`config.mk`:
```
export PLATFORM = sky130hd
export DESIGN_NAME = ex_mem_reg
export DESIGN_NICKNAME = d
export VERILOG_FILES = /design/src/rtl/ex_mem_reg_pkg.sv /design/src/rtl/ex_mem_reg_forward_unit.sv /design/src/rtl/ex_mem_reg.sv
export SDC_FILE = /design/constraint.sdc
export NUM_CORES = 1
export LEC_CHECK = 0
export ABC_AREA = 0
export CORE_MARGIN = 8
export CORE_UTILIZATION = 43
export DETAILED_ROUTE_END_ITERATION = 16
export GPL_TIMING_DRIVEN = 0
export HOLD_SLACK_MARGIN = 0.08
export PLACE_DENSITY = 0.86
export SYNTH_ARGS = -nofsm -noshare
export SYNTH_HDL_FRONTEND = slang
export SYNTH_SLANG_ARGS = --single-unit
```
`constraint.sdc`:
```
create_clock -name clk -period 5.86 [get_ports clk]
set_clock_uncertainty 0.2 [all_clocks]
set_input_delay 1.465 -clock clk [delete_from_list [all_inputs] [get_ports clk]]
set_output_delay 1.465 -clock clk [all_outputs]
set_load 0.005 [all_outputs]
```
`src/rtl/ex_mem_reg_pkg.sv`:
```
// ex_mem_reg_pkg: shared pipeline forwarding encodings and register-index width
package ex_mem_reg_pkg;
  localparam int REG_W = 5;
  typedef enum logic [1:0] {
    FWD_NONE = 2'b00,
    FWD_WB   = 2'b01,
    FWD_MEM  = 2'b10
  } fwd_e;
endpackage

```
`src/rtl/ex_mem_reg_forward_unit.sv`:
```
// forward_unit: EX/MEM and MEM/WB operand forwarding select plus load-use detect
module forward_unit
  import ex_mem_reg_pkg::*;
(
  input  logic             mem_valid,
  input  logic             mem_reg_write,
  input  logic             mem_mem_to_reg,
  input  logic [REG_W-1:0] mem_rd,
  input  logic [REG_W-1:0] id_rs,
  input  logic [REG_W-1:0] id_rt,
  input  logic             wb_reg_write,
  input  logic [REG_W-1:0] wb_rd,
  output logic [1:0]       fwd_a,
  output logic [1:0]       fwd_b,
  output logic             load_use
);
  logic mem_ok, wb_ok;
  always_comb begin
    mem_ok = mem_valid & mem_reg_write & ~mem_mem_to_reg & |mem_rd;
    wb_ok = wb_reg_write & |wb_rd;
    fwd_a = (mem_ok && mem_rd == id_rs) ? FWD_MEM : (wb_ok && wb_rd == id_rs) ? FWD_WB : FWD_NONE;
    fwd_b = (mem_ok && mem_rd == id_rt) ? FWD_MEM : (wb_ok && wb_rd == id_rt) ? FWD_WB : FWD_NONE;
    load_use = mem_valid & mem_mem_to_reg & |mem_rd & (mem_rd == id_rs | mem_rd == id_rt);
  end
endmodule

```
`src/rtl/ex_mem_reg.sv`:
```
// ex_mem_reg: EX/MEM pipeline register with stall/flush, forwarding and stall counter
module ex_mem_reg
  import ex_mem_reg_pkg::*;
(
  input  logic             clk,
  input  logic             rst,
  input  logic             stall,
  input  logic             flush,
  input  logic             ex_valid,
  input  logic [31:0]      ex_alu_res,
  input  logic [31:0]      ex_store_data,
  input  logic             ex_mem_write,
  input  logic             ex_reg_write,
  input  logic             ex_mem_to_reg,
  input  logic [REG_W-1:0] ex_rd,
  input  logic [REG_W-1:0] id_rs,
  input  logic [REG_W-1:0] id_rt,
  input  logic             wb_reg_write,
  input  logic [REG_W-1:0] wb_rd,
  output logic             mem_valid,
  output logic [31:0]      ALURes,
  output logic [31:0]      RdRqIn,
  output logic             Mem_Write,
  output logic             mem_reg_write,
  output logic             mem_mem_to_reg,
  output logic [REG_W-1:0] mem_rd,
  output logic [1:0]       fwd_a,
  output logic [1:0]       fwd_b,
  output logic             load_use,
  output logic [15:0]      stall_cnt
);
  always_ff @(posedge clk) begin
    if (rst || flush) begin
      mem_valid <= 1'b0;
      ALURes <= '0;
      RdRqIn <= '0;
      Mem_Write <= 1'b0;
      mem_reg_write <= 1'b0;
      mem_mem_to_reg <= 1'b0;
      mem_rd <= '0;
    end else if (!stall) begin
      mem_valid <= ex_valid;
      ALURes <= ex_alu_res;
      RdRqIn <= ex_store_data;
      Mem_Write <= ex_mem_write & ex_valid;
      mem_reg_write <= ex_reg_write & ex_valid;
      mem_mem_to_reg <= ex_mem_to_reg;
      mem_rd <= ex_rd;
    end
  end
  always_ff @(posedge clk) begin
    if (rst) stall_cnt <= '0;
    else if (stall && !flush && !(&stall_cnt)) stall_cnt <= stall_cnt + 16'd1;
  end
  forward_unit u_fwd (
    .mem_valid(mem_valid),
    .mem_reg_write(mem_reg_write),
    .mem_mem_to_reg(mem_mem_to_reg),
    .mem_rd(mem_rd),
    .id_rs(id_rs),
    .id_rt(id_rt),
    .wb_reg_write(wb_reg_write),
    .wb_rd(wb_rd),
    .fwd_a(fwd_a),
    .fwd_b(fwd_b),
    .load_use(load_use)
  );
endmodule

```
# After elaboration in Yosys (flattened, before gate mapping)
# Index checks and enable logic that the tools add are counted.
[totals]
elab_cells = 40
regBits = 89
inputBits = 93
[op_classes]
n_eq_ne = 4
bitwise = 11
muxes = 4
addsub = 1
reduce_logical = 12
[ops]
columns = ["cell", "n"]
rows = [
  ["$eq 5x5->1", 4],
  ["$add 16x1->16 const B", 1],
  ["$reduce_and 16->1", 1],
  ["$reduce_or 5->1", 2],
  ["$and 1x1->1", 9],
  ["$logic_and 1x1->1", 6],
  ["$mux 2", 2],
  ["$logic_not 1->1", 2],
  ["$mux 1", 2],
  ["$logic_or 1x1->1", 1],
  ["$not 1->1", 1],
  ["$or 1x1->1", 1],
]

# Logic depth before layout (Yosys ltp)
[logic_depth]
ltp_word = 5
ltp_mapped = 6
ltp_nobuf = 5

# Modules after synthesis
# From an unflattened synthesis, not the netlist that was laid out.
[hier_totals]
hier_cells = 377
hier_area_um2 = 3732.3
[by_module_without_submodules]
columns = ["module", "instances", "seq_area_each_um2", "area_each_um2", "cells_each"]
rows = [
  ["ex_mem_reg", 1, 1781.7, 3427.0, 340],
  ["forward_unit", 1, 0.0, 305.3, 37],
]

# Least setup slack after synthesis
# Ideal clock, no wire load.
[synth_path]
kind = "input -> output"
startpoint = "input port wb_rd[3]"
endpoint = "output port fwd_a[0]"
path_buffers = 0
arrival_time_ps = 2329
required_ps = 4195
path_stages = 4
slack_ps = 1866
cell_sequence = "or4_1 -> o21ai_1 -> or4_1 -> nor4_1"
[synth_between]
elab_chain_cells = 5
elab_cells_between_ends = 6
[synth_rtl]
columns = ["item", "line", "text"]
rows = [
  ["start, declared", "ex_mem_reg.sv:19", "input logic [REG_W-1:0] wb_rd,"],
  ["$reduce_or 5->1", "ex_mem_reg_forward_unit.sv:20", "wb_ok = wb_reg_write & |wb_rd;"],
  ["$and 1x1->1", "ex_mem_reg_forward_unit.sv:20", ""],
  ["$logic_and 1x1->1 *", "ex_mem_reg_forward_unit.sv:21", "fwd_a = (mem_ok && mem_rd == id_rs) ? FWD_MEM : (wb_ok && wb_rd == id_rs) ? FWD_WB : FWD_NONE;"],
  ["$mux 1 *", "ex_mem_reg_forward_unit.sv:21", ""],
  ["$mux 2 *", "ex_mem_reg_forward_unit.sv:21", ""],
  ["end, declared", "ex_mem_reg.sv:27", "output logic [1:0] fwd_a,"],
]
# Every way passes the cells marked *; elsewhere a longest branch is shown, timed or not.

# Worst setup path in the final report
[layout_path]
startpoint = "input port wb_rd[0]"
endpoint = "output port fwd_b[0]"
[layout_between]
elab_chain_cells = 5
elab_cells_between_ends = 6
[layout_rtl]
columns = ["item", "line", "text"]
rows = [
  ["$reduce_or 5->1", "ex_mem_reg_forward_unit.sv:20", ""],
  ["$and 1x1->1", "ex_mem_reg_forward_unit.sv:20", ""],
  ["$logic_and 1x1->1 *", "ex_mem_reg_forward_unit.sv:22", "fwd_b = (mem_ok && mem_rd == id_rt) ? FWD_MEM : (wb_ok && wb_rd == id_rt) ? FWD_WB : FWD_NONE;"],
  ["$mux 1 *", "ex_mem_reg_forward_unit.sv:22", ""],
  ["$mux 2 *", "ex_mem_reg_forward_unit.sv:22", ""],
  ["end, declared", "ex_mem_reg.sv:28", "output logic [1:0] fwd_b,"],
]
# Marks and branches as above.

==> results.json <==
{
  "grt_pass1_vias": 3522,
  "num_vias": 3477,
  "slew_headroom_pct": 53.88,
  "sw_frac_of_total_pct": 23.62,
  "combPwrFrac_pct": 15.0,
  "wl_per_cell_um": 16.76,
  "cts_tree": "done",
  "antenna_cells": 0,
  "wl_um": 11430,
  "ctsResizeCount": 0,
  "clkSinkCount": 89,
  "port_buffers": 186,
  "initial_core_util_pct": 44.47,
  "fin_ws_ps": 694.5,
  "most-common-layout-cells": "clkdlybuf4s50_1, dfxtp_1, nor2_1",
  "route.detailed.drc": 0,
  "pre_cts_ws_ps": 697.0,
  "rows": 33,
  "yosys_warnings": 0,
  "ant_nets": 0,
  "worst_pin_slew_ps": 691.8,
  "cts_max_path_buffers": 2,
  "fin_area_sq_um": 5853,
  "yosysSeqAreaShare_pct": 48.52,
  "power_mw": 1.225,
  "ys_ff_latch": 89,
  "ys_types": 38,
  "netlist_area_sq_um": 3672,
  "crit_start": "wb_rd[0]",
  "fp.dieW_um": 108.4,
  "cp_slowest_cell": "clkdlybuf4s50_1",
  "grt_pass1_wl_um": 17260,
  "grt_max_degree": 15,
  "rsz0062_at_grt": "no",
  "r2r-end": "stall_cnt[10]",
  "drtIter0Drc": 127,
  "ir_drop_uv": 141.9,
  "hold_class": "reg -> reg",
  "reg2reg_setup_slack_ps": 3670,
  "gp_congestion": 0.8808,
  "firstDrtPassIters": 4,
  "clock_latency_ps": 340,
  "critPathCapture": "fwd_b[0]",
  "die_h_um": 108.4,
  "drv_cap": 0,
  "hold_buffers": 0,
  "worstPathCellList": "clkdlybuf4s50_1, or4_1, o21ai_1, or4_1, nor4_1, clkdlybuf4s50_1",
  "grt.overflow.total": 0,
  "r2r_cells": 6,
  "finalCriticalPeriod_ps": 5165,
  "timing_hold_violations_final": 0,
  "fin_crit_sh_pct": 88.15,
  "synth_area_per_cell_sq_um": 9.793,
  "async_flop_share_pct": 0,
  "criticalPathCategory": "in -> out",
  "end_kind": "output port",
  "synth.net_count": 469,
  "synth_cells": 375,
  "worstPathArrival_ps": 3500,
  "clk_pin_slew_ps": 80,
  "finalSetupTns_ps": 0,
  "area_growth_pct": 59.39,
  "final_common_cell": "clkdlybuf4s50_1",
  "slew_viol_final": 0,
  "outcome": "finished clean",
  "whs_ps": 299.1,
  "core_area_sq_um": 8258,
  "detailed_place_hpwl_um": 9267,
  "fin_nets": 666,
  "cts-root-buf": "clkbuf_8",
  "ios": 187,
  "placed_cell_area_sq_um": 5665,
  "reg2reg_from": "stall_cnt[0]",
  "setup_violations": 0,
  "pwr-share-seq_pct": 51.6,
  "grtUsageTotal_pct": 18.27,
  "post_cts_buffers": 0,
  "die-area_sq_um": 11750,
  "worstPathMaxFanout": 3,
  "antenna_found_initial": 0,
  "via_per_inst": 5.098,
  "netSwitchingPower_mw": 0.2893,
  "required_ps": 4200,
  "pwr-share-clk_pct": 33.4,
  "drive_gt1_share_pct": 3.813,
  "cp-start-kind": "input pin",
  "synth_flop_cell": "dfxtp_1",
  "leakage_nw": 2.271,
  "reg_top3": "ALURes: 32 flops, RdRqIn: 32 flops, stall_cnt: 16 flops",
  "internal-power_mw": 0.9358,
  "cts_max_level": 3,
  "synth_edf_count": 0,
  "power.density_nw_per_um2": 209.3,
  "cts_buffers": 9,
  "max_freq_mhz": 193.6,
  "cp_slowest_stage_delay_ps": 550
}
## power by group through the flow
stage	sequential (mW)	combinational [mW]	clock [mW]
4_1_cts	0.633	0.186	0.420
3_3_place_gp	0.646	0.181	0
5_1_grt	0.635	0.199	0.443
6_report	0.633	0.184	0.409
2_1_floorplan	0.647	0.0676	0
3_5_place_dp	0.647	0.185	0
## metal layers
metal	GRT usage [%]	vias up	wire length (um)
met5	0	-	0
met3	6.484	14	1249
li1	-	1694	-
met2	32.39	147	5636
met1	19.42	1622	4358
met4	7.038	0	185
## metrics by stage
step | std cells | util (%)
final | 682 | 70.88
after detailed placement | 666 | 68.61
after CTS | 682 | 70.88
after global routing | 682 | 70.88
after global placement | 666 | 68.61
after floorplan | 375 | -
## synthesized netlist by cell type (2+ instances only)
cell	number	area (sq um)
dfxtp_1	89	1782
nor2_1	83	311.6
mux2i_1	72	720.7
xor2_1	14	122.6
clkbuf_1	10	37.54
nor4_1	10	62.56
a21oi_1	9	45.04
or4_1	8	60.06
buf_2	7	35.03
inv_1	7	26.28
mux2_1	6	67.56
nor2b_1	6	37.54
xnor2_1	6	52.55
nand2_1	5	18.77
nand4_1	5	31.28
nand3_1	4	20.02
o31ai_1	4	30.03
or3_1	4	25.02
buf_1	3	11.26
nand2b_1	3	18.77
a22oi_1	2	15.01
o21ai_1	2	10.01
## logic make-up (layout without fill, tap and decap cells)
family / after synthesis / count (layout) / share of synthesized area (%)
xor gates and xnor gates: 20 / 20 / 4.770
AOI/OAI and AO/OA: 24 / 24 / 4.225
and+or+nand+nor: 136 / 136 / 17.68
buffers and inverters: 27 / 229 / 2.998
DFF: 89 / 89 / 48.52
adders and majority gates: 1 / 1 / 0.3407
muxes: 78 / 78 / 21.46
## final cells by class
cell class	instances	area, sq um
Clock buffer	11	131.4
Tap cell	105	131.4
Multi-Input combinational cell	259	1780
Fill cell	656	2405
Sequential cell	89	1782
Inverter	7	26.28
Buffer	20	83.83
Clock inverter	5	56.30
Timing Repair Buffer	186	1862
## how the worst min path moves through the flow
| stage | start | to | slack (ps) | cells after the start |
|---|---|---|---|---|
| 3_5_place_dp | RdRqIn[11] | RdRqIn[11] | 280 | 2 |
| 5_1_grt | ALURes[9] | ALURes[9] | 330 | 2 |
| 6_report | ALURes[7] | ALURes[7] | 300 | 2 |
| 4_1_cts | ALURes[20] | ALURes[20] | 310 | 2 |
| 3_3_place_gp | RdRqIn[26] | RdRqIn[26] | 270 | 2 |
| 2_1_floorplan | ALURes[0] | ALURes[0] | 290 | 2 |
## worst max-delay path, delay by kind of cell
kind	cells	cell delay [ps]
buffers and inverters	2	1100
AO/OA/AOI/OAI	1	70
AND/OR/NAND/NOR	3	870
Power figures use the tool's default switching activity.
